--- src/rtl/lsu_pkg.sv ---
// Shared definitions for the byte-serial load/store sequencer: access-type
// codes, FSM state encoding and access-size decode.
package lsu_pkg;

  localparam logic [2:0] F3_B  = 3'b000;
  localparam logic [2:0] F3_H  = 3'b001;
  localparam logic [2:0] F3_W  = 3'b010;
  localparam logic [2:0] F3_BU = 3'b100;
  localparam logic [2:0] F3_HU = 3'b101;

  typedef enum logic [2:0] {
    IDLE   = 3'd0,
    CHECK  = 3'd1,
    ACCESS = 3'd2,
    LAST   = 3'd3,
    RESP   = 3'd4
  } lsu_state_t;

  // Number of bytes moved for an access type (1, 2 or 4).
  function automatic logic [2:0] size_bytes(input logic [2:0] funct3);
    case (funct3[1:0])
      2'b00:   size_bytes = 3'd1;
      2'b01:   size_bytes = 3'd2;
      default: size_bytes = 3'd4;
    endcase
  endfunction

  // Unsigned variants only exist for loads.
  function automatic logic f3_legal(input logic [2:0] funct3, input logic we);
    case (funct3)
      F3_B, F3_H, F3_W: f3_legal = 1'b1;
      F3_BU, F3_HU:     f3_legal = !we;
      default:          f3_legal = 1'b0;
    endcase
  endfunction

endpackage

--- src/rtl/lsu_load_extend.sv ---
// Combinational sign/zero extension of an assembled little-endian load value.
module lsu_load_extend
  import lsu_pkg::*;
(
  input  logic [31:0] asm_data,
  input  logic [2:0]  funct3,
  output logic [31:0] rdata
);

  always_comb begin
    rdata = asm_data;
    case (funct3)
      F3_B:    rdata = {{24{asm_data[7]}}, asm_data[7:0]};
      F3_H:    rdata = {{16{asm_data[15]}}, asm_data[15:0]};
      F3_BU:   rdata = {24'b0, asm_data[7:0]};
      F3_HU:   rdata = {16'b0, asm_data[15:0]};
      default: rdata = asm_data;
    endcase
  end

endmodule

--- src/rtl/lsu_byte_seq.sv ---
// Byte-serial load/store sequencer driving a byte-wide scratchpad.
// Define LSU_ALIGN_CHECK_EN to reject misaligned halfword/word accesses.
module lsu_byte_seq
  import lsu_pkg::*;
#(
  parameter int MEM_BYTES = 32,
  parameter int ADDR_W    = 5
) (
  input  logic              clk,
  input  logic              rst,
  // Request is taken on a cycle where req_valid && req_ready; the request
  // fields need only be stable in that cycle. Responses have no ready.
  input  logic              req_valid,
  output logic              req_ready,
  input  logic              req_we,
  input  logic [2:0]        req_funct3,
  input  logic [31:0]       req_addr,
  input  logic [31:0]       req_wdata,
  output logic              rsp_valid,
  output logic              rsp_err,
  output logic [31:0]       rsp_rdata,
  output logic              mem_en,
  output logic              mem_we,
  output logic [ADDR_W-1:0] mem_addr,
  output logic [7:0]        mem_wdata,
  input  logic [7:0]        mem_rdata,
  output logic [2:0]        dbg_state
);

  lsu_state_t  state_q, state_d;
  logic        op_we_q;
  logic [2:0]  op_f3_q;
  logic [31:0] op_addr_q;
  logic [31:0] op_wdata_q;
  logic [1:0]  k_q, k_d;
  logic        err_q;
  logic [31:0] asm_q;
  logic        rd_valid_q;
  logic [1:0]  rd_idx_q;

  logic [2:0]  n;
  logic        last_byte;
  logic [32:0] end_addr;
  logic        out_of_range;
  logic        misaligned;
  logic        invalid;
  logic [31:0] ext_data;

  assign n            = size_bytes(op_f3_q);
  assign last_byte    = ({1'b0, k_q} == (n - 3'd1));
  // 33-bit sum so an address near 2^32 cannot wrap back into range.
  assign end_addr     = {1'b0, op_addr_q} + {30'b0, n};
  assign out_of_range = end_addr > 33'(MEM_BYTES);

`ifdef LSU_ALIGN_CHECK_EN
  assign misaligned = ((n == 3'd2) && op_addr_q[0]) ||
                      ((n == 3'd4) && (op_addr_q[1:0] != 2'b00));
`else
  assign misaligned = 1'b0;
`endif

  assign invalid   = !f3_legal(op_f3_q, op_we_q) || out_of_range || misaligned;
  assign dbg_state = state_q;

  lsu_load_extend u_extend (
    .asm_data (asm_q),
    .funct3   (op_f3_q),
    .rdata    (ext_data)
  );

  always_comb begin
    state_d   = state_q;
    k_d       = k_q;
    req_ready = 1'b0;
    rsp_valid = 1'b0;
    rsp_err   = 1'b0;
    rsp_rdata = 32'b0;
    mem_en    = 1'b0;
    mem_we    = 1'b0;
    mem_addr  = '0;
    mem_wdata = 8'b0;
    case (state_q)
      IDLE: begin
        req_ready = 1'b1;
        if (req_valid) state_d = CHECK;
      end
      CHECK: begin
        k_d     = 2'd0;
        state_d = invalid ? RESP : ACCESS;
      end
      ACCESS: begin
        mem_en    = 1'b1;
        mem_we    = op_we_q;
        mem_addr  = op_addr_q[ADDR_W-1:0] + ADDR_W'(k_q);
        mem_wdata = op_wdata_q[{k_q, 3'b000} +: 8];
        if (last_byte) state_d = op_we_q ? RESP : LAST;
        else           k_d     = k_q + 2'd1;
      end
      LAST: state_d = RESP;
      RESP: begin
        rsp_valid = 1'b1;
        rsp_err   = err_q;
        rsp_rdata = (err_q || op_we_q) ? 32'b0 : ext_data;
        state_d   = IDLE;
      end
      default: state_d = IDLE;
    endcase
  end

  always_ff @(posedge clk) begin
    if (rst) begin
      state_q    <= IDLE;
      op_we_q    <= 1'b0;
      op_f3_q    <= 3'b0;
      op_addr_q  <= 32'b0;
      op_wdata_q <= 32'b0;
      k_q        <= 2'd0;
      err_q      <= 1'b0;
      asm_q      <= 32'b0;
      rd_valid_q <= 1'b0;
      rd_idx_q   <= 2'd0;
    end else begin
      state_q <= state_d;
      k_q     <= k_d;
      if (state_q == IDLE && req_valid) begin
        op_we_q    <= req_we;
        op_f3_q    <= req_funct3;
        op_addr_q  <= req_addr;
        op_wdata_q <= req_wdata;
      end
      if (state_q == CHECK) begin
        err_q <= invalid;
        asm_q <= 32'b0;
      end
      // Read data returns one cycle after issue; remember which byte it is.
      rd_valid_q <= mem_en && !mem_we;
      rd_idx_q   <= k_q;
      if (rd_valid_q) asm_q[{rd_idx_q, 3'b000} +: 8] <= mem_rdata;
    end
  end

endmodule

--- config.mk ---
export PLATFORM = sky130hd
export DESIGN_NAME = lsu_byte_seq
export DESIGN_NICKNAME = d
export VERILOG_FILES = /design/src/rtl/lsu_pkg.sv /design/src/rtl/lsu_load_extend.sv /design/src/rtl/lsu_byte_seq.sv
export SDC_FILE = /design/constraint.sdc
export NUM_CORES = 1
export LEC_CHECK = 0
export ABC_AREA = 1
export BUFFER_PORTS_ARGS = -buffer_cell sky130_fd_sc_hd__buf_2
export CAP_MARGIN = 20
export CORE_UTILIZATION = 30
export CTS_CLUSTER_DIAMETER = 200
export CTS_CLUSTER_SIZE = 16
export DETAILED_ROUTE_END_ITERATION = 6
export GPL_TIMING_DRIVEN = 0
export MAX_ROUTING_LAYER = met4
export SETUP_SLACK_MARGIN = 0.5
export SLEW_MARGIN = 20
export SYNTH_ARGS = -nofsm -noshare
export SYNTH_HDL_FRONTEND = slang
export SYNTH_SLANG_ARGS = --single-unit
export TNS_END_PERCENT = 100
--- constraint.sdc ---
create_clock -name clk -period 3.2 [get_ports clk]
set_input_delay 0.64 -clock clk [delete_from_list [all_inputs] [get_ports clk]]
set_output_delay 0.64 -clock clk [all_outputs]
set_load 0.005 [all_outputs]
======== Yosys cells after proc, flatten, opt, wreduce, memory -nomap -nowiden ========
Index checks and enable logic that the tools add are counted.
storage, ports and cells
  logic and storage cells ................. 70
  bits in registers ....................... 109
  latch bits .............................. 0
  output and inout port bits .............. 53
  bits in writable memories ............... 0
  ROM bits ................................ 0
  input port bits ......................... 79
  memories ................................ 0
operators by class
  shift-type cells ........................ 3
  $lt $le $gt $ge ......................... 1
  bitwise gates (word level) .............. 0
  add/subtract/negate cells ............... 5
  div/mod/pow operators ................... 0
  reductions and logical operators ........ 15
  equality and inequality tests ........... 13
  $mul .................................... 0
  muxes and demuxes ....................... 23
operators with widths
  cell                      count
  $mux W32                  5
  $pmux W32 S4              1
  $add A32 B3 Y33           1
  $gt A33 B6 Y1 const B     1
  $bwmux W32                1
  $shift A8 B7 Y32 const A  1
  $shiftx A32 B6 Y8         1
  $shiftx A8 B7 Y32         1
  $mux W3                   4
  $pmux W3 S4               1
  $eq A3 B2 Y1 const B      3
  $eq A3 B3 Y1 const B      3
  $mux W8                   1
  $neg A5 Y7                1
  $eq A3 B1 Y1 const B      2
  $logic_not A3 Y1          2
  $ne A2 B2 Y1 const B      3
  $pmux W3 S2               1
  $add A5 B2 Y5             1
  $mux W1                   5
  $mux W5                   1
  $pmux W2 S2               1
  $reduce_and A2 Y1         2
  $eq A2 B3 Y1              1
  12 further kinds          16

======== Depth between registers and ports, before layout ========
Gate-level depths: netlist of the first run.
  depth after elaboration ................. 7
  gate-level depth with buffers ........... 24
  depth with buffers taken out ............ 23

======== Modules after synthesis ========
From an unflattened synthesis of the first run, not the netlist that was laid out.
second synthesis, totals
  cell total of the unflattened synthesis .. 1005
  area total of the unflattened synthesis .. 6393.6 um2
by module, submodules not included
  module           instances  sequential area each (um2)  area an instance (um2)  cells each
  lsu_byte_seq     1          2182.1                      6004.5                  935
  lsu_load_extend  1          0.0                         389.1                   70

======== Worst setup path before layout of the first run ========
OpenSTA, ideal clock, no wires.
  path kind ............................... register -> output
  start point ............................. register op_f3_q[0]
  end point ............................... output port rsp_rdata[21]
  path buffers ............................ 2
  data arrival time ....................... 1713 ps
  data required time ...................... 2560 ps
  path slack .............................. 847 ps
  cell stages (with the launch flop) ...... 9
  path through ............................ dfxtp_1 -> nor2_1 -> inv_2 -> nor3_2 -> a311oi_1 -> or2_1 -> clkbuf_1 -> buf_2 -> nor2_1
between the ends
  cells in the longest elaborated chain, start to end .. 4
  elaborated cells on any way between the ends .. 7
  classes of those cells .................. eq/ne (3); mux (3); reduce/logical (1)
ends and longest elaborated chain
  what                                  RTL line               source
  start: declaration                    lsu_byte_seq.sv:32     logic [2:0] op_f3_q;
  start signal: assignment              lsu_byte_seq.sv:127    op_f3_q <= req_funct3;
  $eq A3 B3 Y1 (tied with other cells)  lsu_load_extend.sv:12  case (funct3)
  $pmux W32 S4 (*)                      lsu_load_extend.sv:12
  $mux W32 (*)                          lsu_byte_seq.sv:103    rsp_rdata = (err_q || op_we_q) ? 32'b0 : ext_data;
  $mux W32 (*)                          lsu_byte_seq.sv:82     case (state_q)
  end: declaration                      lsu_byte_seq.sv:21     output logic [31:0] rsp_rdata,
Mark *: on every way between the ends. The rest lies on a longest branch, timed or not.

======== Worst setup path after layout of the first run ========
  start point ............................. register op_f3_q[0]
  end point ............................... output port rsp_rdata[29]
The elaborated chain is that of the path after synthesis.

==> results of run 1 <==
-- power groups by stage --
| stage | clock network (uW) | logic [uW] | registers (uW) |
|---|---|---|---|
| global placement | 0 | 566 | 1560 |
| detailed placement | 0 | 572 | 1560 |
| finish | 1150 | 615 | 1530 |
| global route | 1230 | 697 | 1540 |
| CTS | 1180 | 583 | 1530 |
| floorplan | 0 | 381 | 1530 |
-- Yosys cell counts --
library cell and count:
nand2_1 163, a21oi_1 138, nand3_1 113, dfxtp_1 109
nor2_1 99, inv_1 93, o21ai_0 71, clkbuf_1 41
nand4_1 15, nor3_1 11, ha_1 10, xor2_1 7
inv_2 5, nand2_2 4, buf_6 3, nor2_2 3
a211oi_1 2, a21oi_2 2, clkinv_1 2, nand3_2 2
nand3b_1 2, nor4_1 2, a311oi_1 1, a31oi_1 1
buf_1 1, buf_2 1, buf_4 1, fa_1 1
nand2_4 1, nand3b_2 1, nand4_2 1, nor3_2 1
o211ai_1 1, o21ai_1 1, o31ai_1 1, or2_1 1
or2_2 1, xnor2_1 1
-- path summary, 6_finish.rpt --
path	startpoint	cells past startpoint	slack, ns	endpoint
max	op_f3_q[0]	9	0.60	rsp_rdata[29]
min reg2reg	op_wdata_q[22]	2	0.46	op_wdata_q[22]
max reg2reg	rd_idx_q[0]	8	0.62	asm_q[17]
min	op_wdata_q[22]	2	0.46	op_wdata_q[22]
-- state kept, by name, indices dropped and copies added (netlist names) --
register    cells
asm_q          32
op_addr_q      32
op_wdata_q     32
dbg_state       3
op_f3_q         3
k_q             2
rd_idx_q        2
err_q           1
op_we_q         1
rd_valid_q      1
-- cells by family after synthesis --
group,Yosys count,share of synthesized area [%]
AO/OA/AOI/OAI,218,18.76
XOR/XNOR,8,1.180
flip-flops,109,36.75
AND/OR/NAND/NOR,420,31.11
adder cells (fa/ha/maj),11,2.445
buffers and inverters,147,9.758
-- worst max-delay path: stages, from the launching register on --
cell and delay, ns:
dfxtp_4 0.39, nor2_4 0.16, clkinv_4 0.07, nor3_4 0.17, a311oi_1 0.06, or2_1 0.21, buf_4 0.17, buf_4 0.17
nor2_1 0.09, buf_2 0.11
-- timing repair --
action                                  CTS  global route
resized for setup                        11            41
setup buffers                             3             7
endpoints found under the setup margin   38            53
gates cloned                              0             1
pin swaps                                 2             9
-- metrics by stage --
| step | area (sq um) | cells | setup slack [ns] | utilization (%) |
|---|---|---|---|---|
| floorplan | 5937 | 913 | 0.8467 | - |
| global placement | 6919 | 1308 | 0.2205 | 35.67 |
| detailed placement | 6919 | 1308 | 0.2097 | 35.67 |
| CTS | 7279 | 1327 | 0.4799 | 37.53 |
| global route | 7490 | 1335 | 0.3555 | 38.61 |
| finish | 7490 | 1335 | 0.6006 | 38.61 |
-- layout make-up --
cell class,instances,share of cell area [%]
flip-flops and latches,109,29.25
clock inverters,7,1.103
well taps,265,4.427
clock buffers,9,3.007
multi-input cells,657,44.10
repair buffers,141,10.07
plain buffers,47,2.940
inverters,100,5.095
-- metal layers --
metal / vias up / part of all wire [%] / GRT usage (%)
met5: - / 0 / -
met4: 0 / 1.0 / 5.093
met3: 13 / 4.3 / 2.649
met2: 173 / 48 / 33.85
met1: 2975 / 47 / 25.95
li1: 3331 / - / -
==> flow_summary.toml, run 1 <==
[drt]
vias = 6492
viasPerCell = 4.863
firstDrtPassIters = 5
ant_nets = 0
wl_per_cell_microns = 14.70
drc = 0
wl_microns = 19620
drtIter0Drc = 375

[final_layout]
fill_cells = 2208
final_nets = 1155
num_antenna_cells = 0
layout_commonest_cell = "nand2_1"
area_growth_pct = 26.15
multi_input_area_sq_um = 3303
drive_gt1_share_pct = 19.72
seq_area_sq_um = 2191
final_cell_mix = "161 x nand2_1, 138 x a21oi_1, 130 x buf_2"

[setup_path]
arrival_ns = 1.96
crit_required_ns = 2.56
cp-start-kind = "flop"
end_kind = "output pin"
critPathKind = "flop to output pin"
path_max_fanout = 10

[pwr]
power_uw = 3295
switching_power_uw = 1075
comb_power_share_pct = 18.7
peakVddDrop_mv = 0.2420
seqPwrFrac_pct = 46.5
intPower_uw = 2220
power_density_nw_per_um2 = 439.9
clockPowerShare_pct = 34.9
p_leak_uw = 0.003200
switching_share_pct = 32.63

[logic_synthesis]
netlist_top_cells_area = "dfxtp_1 37%, a21oi_1 12%, nand2_1 10%"
yosysTopAreaCell = "dfxtp_1"
synth_nets = 1003
syn_inst = 913
synth_seq_area_share_pct = 36.75
synth_top_area_share_pct = 36.75
synth-seq-cells = 109
synth_area_sq_um = 5937
ys_warn_count = 0
ys_types = 38
synth.avg_cell_area_sq_um = 6.503

[clock_tree]
tritoncts = "built"
clockBufferDepth = 2
cts.htree.levels = 3
cts.clk_slew.worst_paths_ns = 0.08
cts-root-buf = "clkbuf_16"
hold_buffers = 0
cts_buffers = 9
insertion_delay_ns = 0.37
clock-sinks = 109

[placed_design]
dp_hpwl_microns = 15270
port_buffers = 130
routabilityCongestion = 0.9013

[floorplanning]
start_util_pct = 30.61
die_h_microns = 142.7
core_area_sq_um = 19400
ios = 132
rows = 51
dieArea_sq_um = 20360
chipWidth_microns = 142.7

[min_path]
hp-class = "flop to flop"

[grt]
grt_pass1_wl_microns = 31310
grt_usage_pct = 20.33
grt_pass1_vias = 6042
antenna_found_initial = 0
grt_max_degree = 22
grt-ovfl-total = 0

[sta]
layout_min_cycle_time_ns = 2.599
worst_pin_slew_ns = 0.5934
finalSetupTns_ns = 0
timing.final.crit_share_pct = 81.23
maxSlewHeadroom_pct = 60.44
fin_hold_ws_ns = 0.4554
slew_violations = 0
grt_setup_unrepaired = "yes"
clock-skew-final_ns = 0.01412
finalSetupViolations = 0
hold_viol = 0
fmax_mhz = 384.7

[run_status]
status = "completed"

[run]
maxCapViolCount = 0
(Power assumes the default switching activity.)
==> run 2, diff against run 1 <==
==> constraint.sdc (replaced) <==
create_clock -name clk -period 2.65 [get_ports clk]
set_input_delay 0.53 -clock clk [delete_from_list [all_inputs] [get_ports clk]]
set_output_delay 0.53 -clock clk [all_outputs]
set_load 0.005 [all_outputs]
==> flow_summary.toml, run 2 (synthesis gave the netlist of run 1 again) <==
[sta]
worst_pin_slew_ns = 0.5651
setup_ws_ns = 0.1404
layout_min_cycle_time_ns = 2.510
maxSlewHeadroom_pct = 62.32
hold_viol = 0
finalSetupViolations = 0
grt_setup_unrepaired = "yes"
timing.final.crit_share_pct = 94.70
fmax_mhz = 398.5
slew_violations = 0
clock-skew-final_ns = 0.01428

[final_layout]
final_area_sq_um = 8113
final_cell_mix = "146 x nand2_1, 130 x buf_2, 128 x a21oi_1"
instances_no_fill = 1355
top_regs = "asm_q x32, op_addr_q x32, op_wdata_q x32"
area_growth_pct = 36.65
final_nets = 1173
final_util_pct = 41.82
layout_commonest_cell = "nand2_1"
drive_gt1_share_pct = 29.32

[placed_design]
preCtsSetupSlack_ns = -0.02993
port_buffers = 130
routabilityCongestion = 0.9572
postPlaceCellArea_sq_um = 6945
dp_hpwl_microns = 15490
placedCellCount = 1308

[clock_tree]
cts-root-buf = "clkbuf_16"
cts.clk_slew.worst_paths_ns = 0.08
clockBufferDepth = 2
hold_buffers = 0
tritoncts = "built"
insertion_delay_ns = 0.37
clock-sinks = 109
cts.htree.levels = 3
cts_buffers = 9

[grt]
antenna_found_initial = 2
grt_max_degree = 21
grt_usage_pct = 21.36
grt_pass1_vias = 6421
grt-ovfl-total = 0
grt_pass1_wl_microns = 32720

[setup_path]
cpMaxStageDelayCell = "dfxtp_4"
cp_common_cell = "nand2_2"
end_kind = "flop"
path_cells = "nor2_4, buf_6, ha_4, ha_4, inv_4, nand2_4, nand2_4, nand2_4, buf_8, nand2_2, nand2_2, nand3_2, nor2_2, nand2_1, nor2_2, nand2_2, nor2_4, nand3_2, nand2_2, nand2_2, a21oi_2"
cp-start-kind = "flop"
slowest_delay_ns = 0.39
arrival_ns = 2.81
critPathBufInv = 3
critPathKind = "flop to flop"
path_max_fanout = 6
ff2ff_setup_slack_ns = 0.14
crit_required_ns = 2.95
cp_top_family = "simple AND/OR/NAND/NOR gates"

[pwr]
peakVddDrop_mv = 0.2878
power_uw = 4097
power_density_nw_per_um2 = 505.0
p_leak_uw = 0.003417

[floorplanning]
ios = 132
die_h_microns = 142.7
dieArea_sq_um = 20360
rows = 51
start_util_pct = 30.61
chipWidth_microns = 142.7
core_area_sq_um = 19400

[min_path]
hp-class = "input port to flop"

[drt]
ant_nets = 0
firstDrtPassIters = 5
wl_microns = 20880
viasPerCell = 4.955
vias = 6714
wl_per_cell_microns = 15.41
drtIter0Drc = 464
drc = 0

[run]
maxCapViolCount = 0

[run_status]
status = "completed"
[run 2: cell count changes in the layout (fill, tap and decap cells not counted), sizes merged]
cell      before  now
buf          147  171
clkinvlp       0    1
clkbuf        50   44
clkinv         9    6
inv           98  100
diode          0    2
[run 2: repair_timing]
item,CTS,global route
cloned,2,0
buffers inserted,21,6
setup endpoints to repair,103,121
gates resized for setup,119,87
pin swaps,23,34
[run 2: where the power goes]
part | leakage [uW] | total [uW] | internal [uW] | switching, uW
Clock | 0.000146 | 1380 | 663 | 717
Combinational | 0.00237 | 863 | 316 | 546
Sequential | 0.000899 | 1850 | 1750 | 103
Total | 0.00342 | 4100 | 2730 | 1370
[run 2: metrics by stage]
stage | TNS, ns | hold WS [ns]
2_1_floorplan | 0 | 0.4297
3_3_place_gp | -0.008069 | 0.4516
3_5_place_dp | -0.1543 | 0.4523
4_1_cts | 0 | 0.4172
5_1_grt | -0.001997 | 0.4207
6_report | 0 | 0.4188
[run 2: final cells by class]
type / instances / area (sq um)
Fill cell: 2139 / 11290
Tap cell: 265 / 331.6
Antenna cell: 2 / 5.005
Multi-Input combinational cell: 657 / 3649
Buffer: 47 / 304.0
Timing Repair Buffer: 159 / 928.4
Inverter: 100 / 392.9
Sequential cell: 109 / 2211
Clock buffer: 9 / 225.2
Clock inverter: 7 / 66.31
[run 2: worst paths after layout]
check / startpoint / end / cells after the start
max: op_f3_q[0] / dbg_state[1] / 21
max reg2reg: op_f3_q[0] / dbg_state[1] / 21
min: req_wdata[3] / op_wdata_q[3] / 3
min reg2reg: op_wdata_q[27] / op_wdata_q[27] / 2
[run 2: worst reg2reg max path: cells and delay by family, from the launching register on]
kind            cells  cell delay, ns
simple gates       15            1.37
flops               1            0.39
compound gates      1            0.12
buf+inv             3            0.29
fa+ha+maj           2            0.26
[run 2: routing by layer]
layer  GRT usage [%]  wire length (microns)  vias up
met3           3.387                   1075       24
met1           26.77                   9331     3125
met2           35.09                  10210      194
met4           6.735                    256        0
li1                -                      -     3371
met5               -                      0        -
==> run 3, diff against run 2 <==
--- a/config.mk
+++ b/config.mk
@@ -8,12 +8,14 @@
 export ABC_AREA = 1
 export BUFFER_PORTS_ARGS = -buffer_cell sky130_fd_sc_hd__buf_2
 export CAP_MARGIN = 20
-export CORE_UTILIZATION = 30
+export CORE_UTILIZATION = 55
 export CTS_CLUSTER_DIAMETER = 200
 export CTS_CLUSTER_SIZE = 16
 export DETAILED_ROUTE_END_ITERATION = 6
 export GPL_TIMING_DRIVEN = 0
 export MAX_ROUTING_LAYER = met4
+export PLACE_DENSITY = 0.81
+export REMOVE_ABC_BUFFERS = 1
 export SETUP_SLACK_MARGIN = 0.5
 export SLEW_MARGIN = 20
 export SYNTH_ARGS = -nofsm -noshare
==> flow_summary.toml, run 3 (synthesis gave the netlist of run 1 again) <==
[run_status]
status = "completed"

[setup_path]
critPathBufInv = 3
cp_top_family = "simple AND/OR/NAND/NOR gates"
slowest_delay_ns = 0.41
crit_required_ns = 2.98
cp-start-kind = "flop"
rr_endpoint = "dbg_state[1]"
end_kind = "flop"
cpMaxStageDelayCell = "dfxtp_4"
cp_common_cell = "nand2_1"
crit_path_start = "op_f3_q[1]"
path_cells = "inv_8, nand3_4, nand2_1, inv_2, ha_4, inv_4, nand2_8, nand2_8, nand2_4, nand2_1, nand3_1, o21ai_2, nand2_1, nor2_2, nand2_2, nor2_4, nand3_2, nand2_1, nand2_1, a21oi_2"
crit_cells = 20
cp-endpoint = "dbg_state[1]"
critPathKind = "flop to flop"
path_max_fanout = 5
ff2ff_setup_slack_ns = 0.16
rr_startpoint = "op_f3_q[1]"
arrival_ns = 2.82
ff2ff_path_depth = 20

[sta]
setup_ws_ns = 0.1629
fmax_mhz = 402.1
grt_setup_unrepaired = "yes"
hold_viol = 0
timing.final.crit_share_pct = 93.85
layout_min_cycle_time_ns = 2.487
worst_pin_slew_ns = 0.7089
finalSetupTns_ns = 0
finalSetupViolations = 0
fin_hold_ws_ns = 0.3862
maxSlewHeadroom_pct = 52.68
clock-skew-final_ns = 0.01356
slew_violations = 0

[floorplanning]
start_util_pct = 57.00
core_area_sq_um = 10420
die_h_microns = 105.9
dieArea_sq_um = 11210
rows = 37
chipWidth_microns = 105.9
ios = 132

[drt]
firstDrtPassIters = 6
wl_met2_microns = 8596
drc = 0
wl_per_cell_microns = 15.64
viasPerCell = 5.682
drtIter0Drc = 635
route.layer.met1.wl_microns = 7816
wl_microns = 18520
ant_nets = 0
wl_met3_microns = 1670
top_layer = "met4"
vias = 6728

[clock_tree]
cts.clk_slew.worst_paths_ns = 0.12
clock-sinks = 109
clockBufferDepth = 2
cts-root-buf = "clkbuf_8"
cts.htree.levels = 3
insertion_delay_ns = 0.40
cts_buffers = 9
tritoncts = "built"

[grt]
grt_max_degree = 69
grt_usage_pct = 32.72
grt_pass1_vias = 6022
antenna_found_initial = 0
grt-ovfl-total = 0
grt_pass1_wl_microns = 28530

[placed_design]
preCtsSetupSlack_ns = -0.2775
dp_hpwl_microns = 11270
routabilityCongestion = 0.9596
postPlaceCellArea_sq_um = 6591
port_buffers = 131

[final_layout]
final_nets = 1133
final_cell_mix = "153 x nand2_1, 130 x buf_2, 125 x a21oi_1"
drive_gt1_share_pct = 26.91
final_area_sq_um = 7545
area_growth_pct = 27.08
fill_cells = 902
num_antenna_cells = 0
layout_commonest_cell = "nand2_1"
top_regs = "asm_q x32, op_addr_q x32, op_wdata_q x32"

[min_path]
hp-class = "input port to flop"

[run]
maxCapViolCount = 0

[pwr]
power_density_nw_per_um2 = 491.4
p_leak_uw = 0.003238
peakVddDrop_mv = 0.4592
[run 3: worst min-delay path, stage by stage]
cell and delay, ns:
buf_2 0.09, nand3_1 0.07, a21oi_1 0.06
[run 3: cell type report]
| class | count | area (sq um) | area share (%) |
|---|---|---|---|
| Multi-Input combinational cell | 660 | 3615 | 47.91 |
| Timing Repair inverter | 2 | 11.26 | 0.1493 |
| Timing Repair Buffer | 161 | 943.4 | 12.50 |
| Clock buffer | 9 | 123.9 | 1.642 |
| Inverter | 100 | 405.4 | 5.373 |
| Tap cell | 136 | 170.2 | 2.255 |
| Sequential cell | 109 | 2208 | 29.27 |
| Clock inverter | 7 | 67.56 | 0.8955 |
[run 3: worst min-delay path by stage]
| stage | slack [ns] | depth (start not counted) | endpoint | start |
|---|---|---|---|---|
| floorplan | 0.43 | 2 | op_wdata_q[0] | op_wdata_q[0] |
| global placement | 0.44 | 2 | op_wdata_q[9] | op_wdata_q[9] |
| detailed placement | 0.45 | 2 | op_wdata_q[23] | op_wdata_q[23] |
| CTS | 0.38 | 3 | op_wdata_q[2] | req_wdata[2] |
| global route | 0.39 | 3 | op_wdata_q[27] | req_wdata[27] |
| finish | 0.39 | 3 | op_wdata_q[2] | req_wdata[2] |
[run 3: layer usage]
metal,global-route usage (%),vias to the layer above
met5,-,-
met3,6.315,48
li1,-,3286
met2,50.28,334
met1,42.98,3060
met4,11.81,0
[run 3: what timing repair did]
action | in CTS | in global routing
endpoints found under the setup margin | 129 | 87
hold buffers | 0 | 0
buffers inserted | 21 | 8
cloned | 5 | 0
gates resized for setup | 80 | 59
pin swaps | 28 | 38
[run 3: power breakdown]
group          switching, uW  leakage [uW]  internal [uW]
sequential               107      0.000899           1750
combinational            522       0.00224            309
clock                    652     0.0000989            365
total                   1280       0.00324           2430
[run 3: metrics by stage]
stage / utilization [%] / power [uW] / instances
final: 72.43 / 3707 / 1184
after global routing: 72.43 / 3871 / 1184
after CTS: 70.01 / 3602 / 1176
after detailed placement: 63.28 / 2500 / 1134
after global placement: 62.97 / 2483 / 1133
after floorplan: - / 2262 / 866
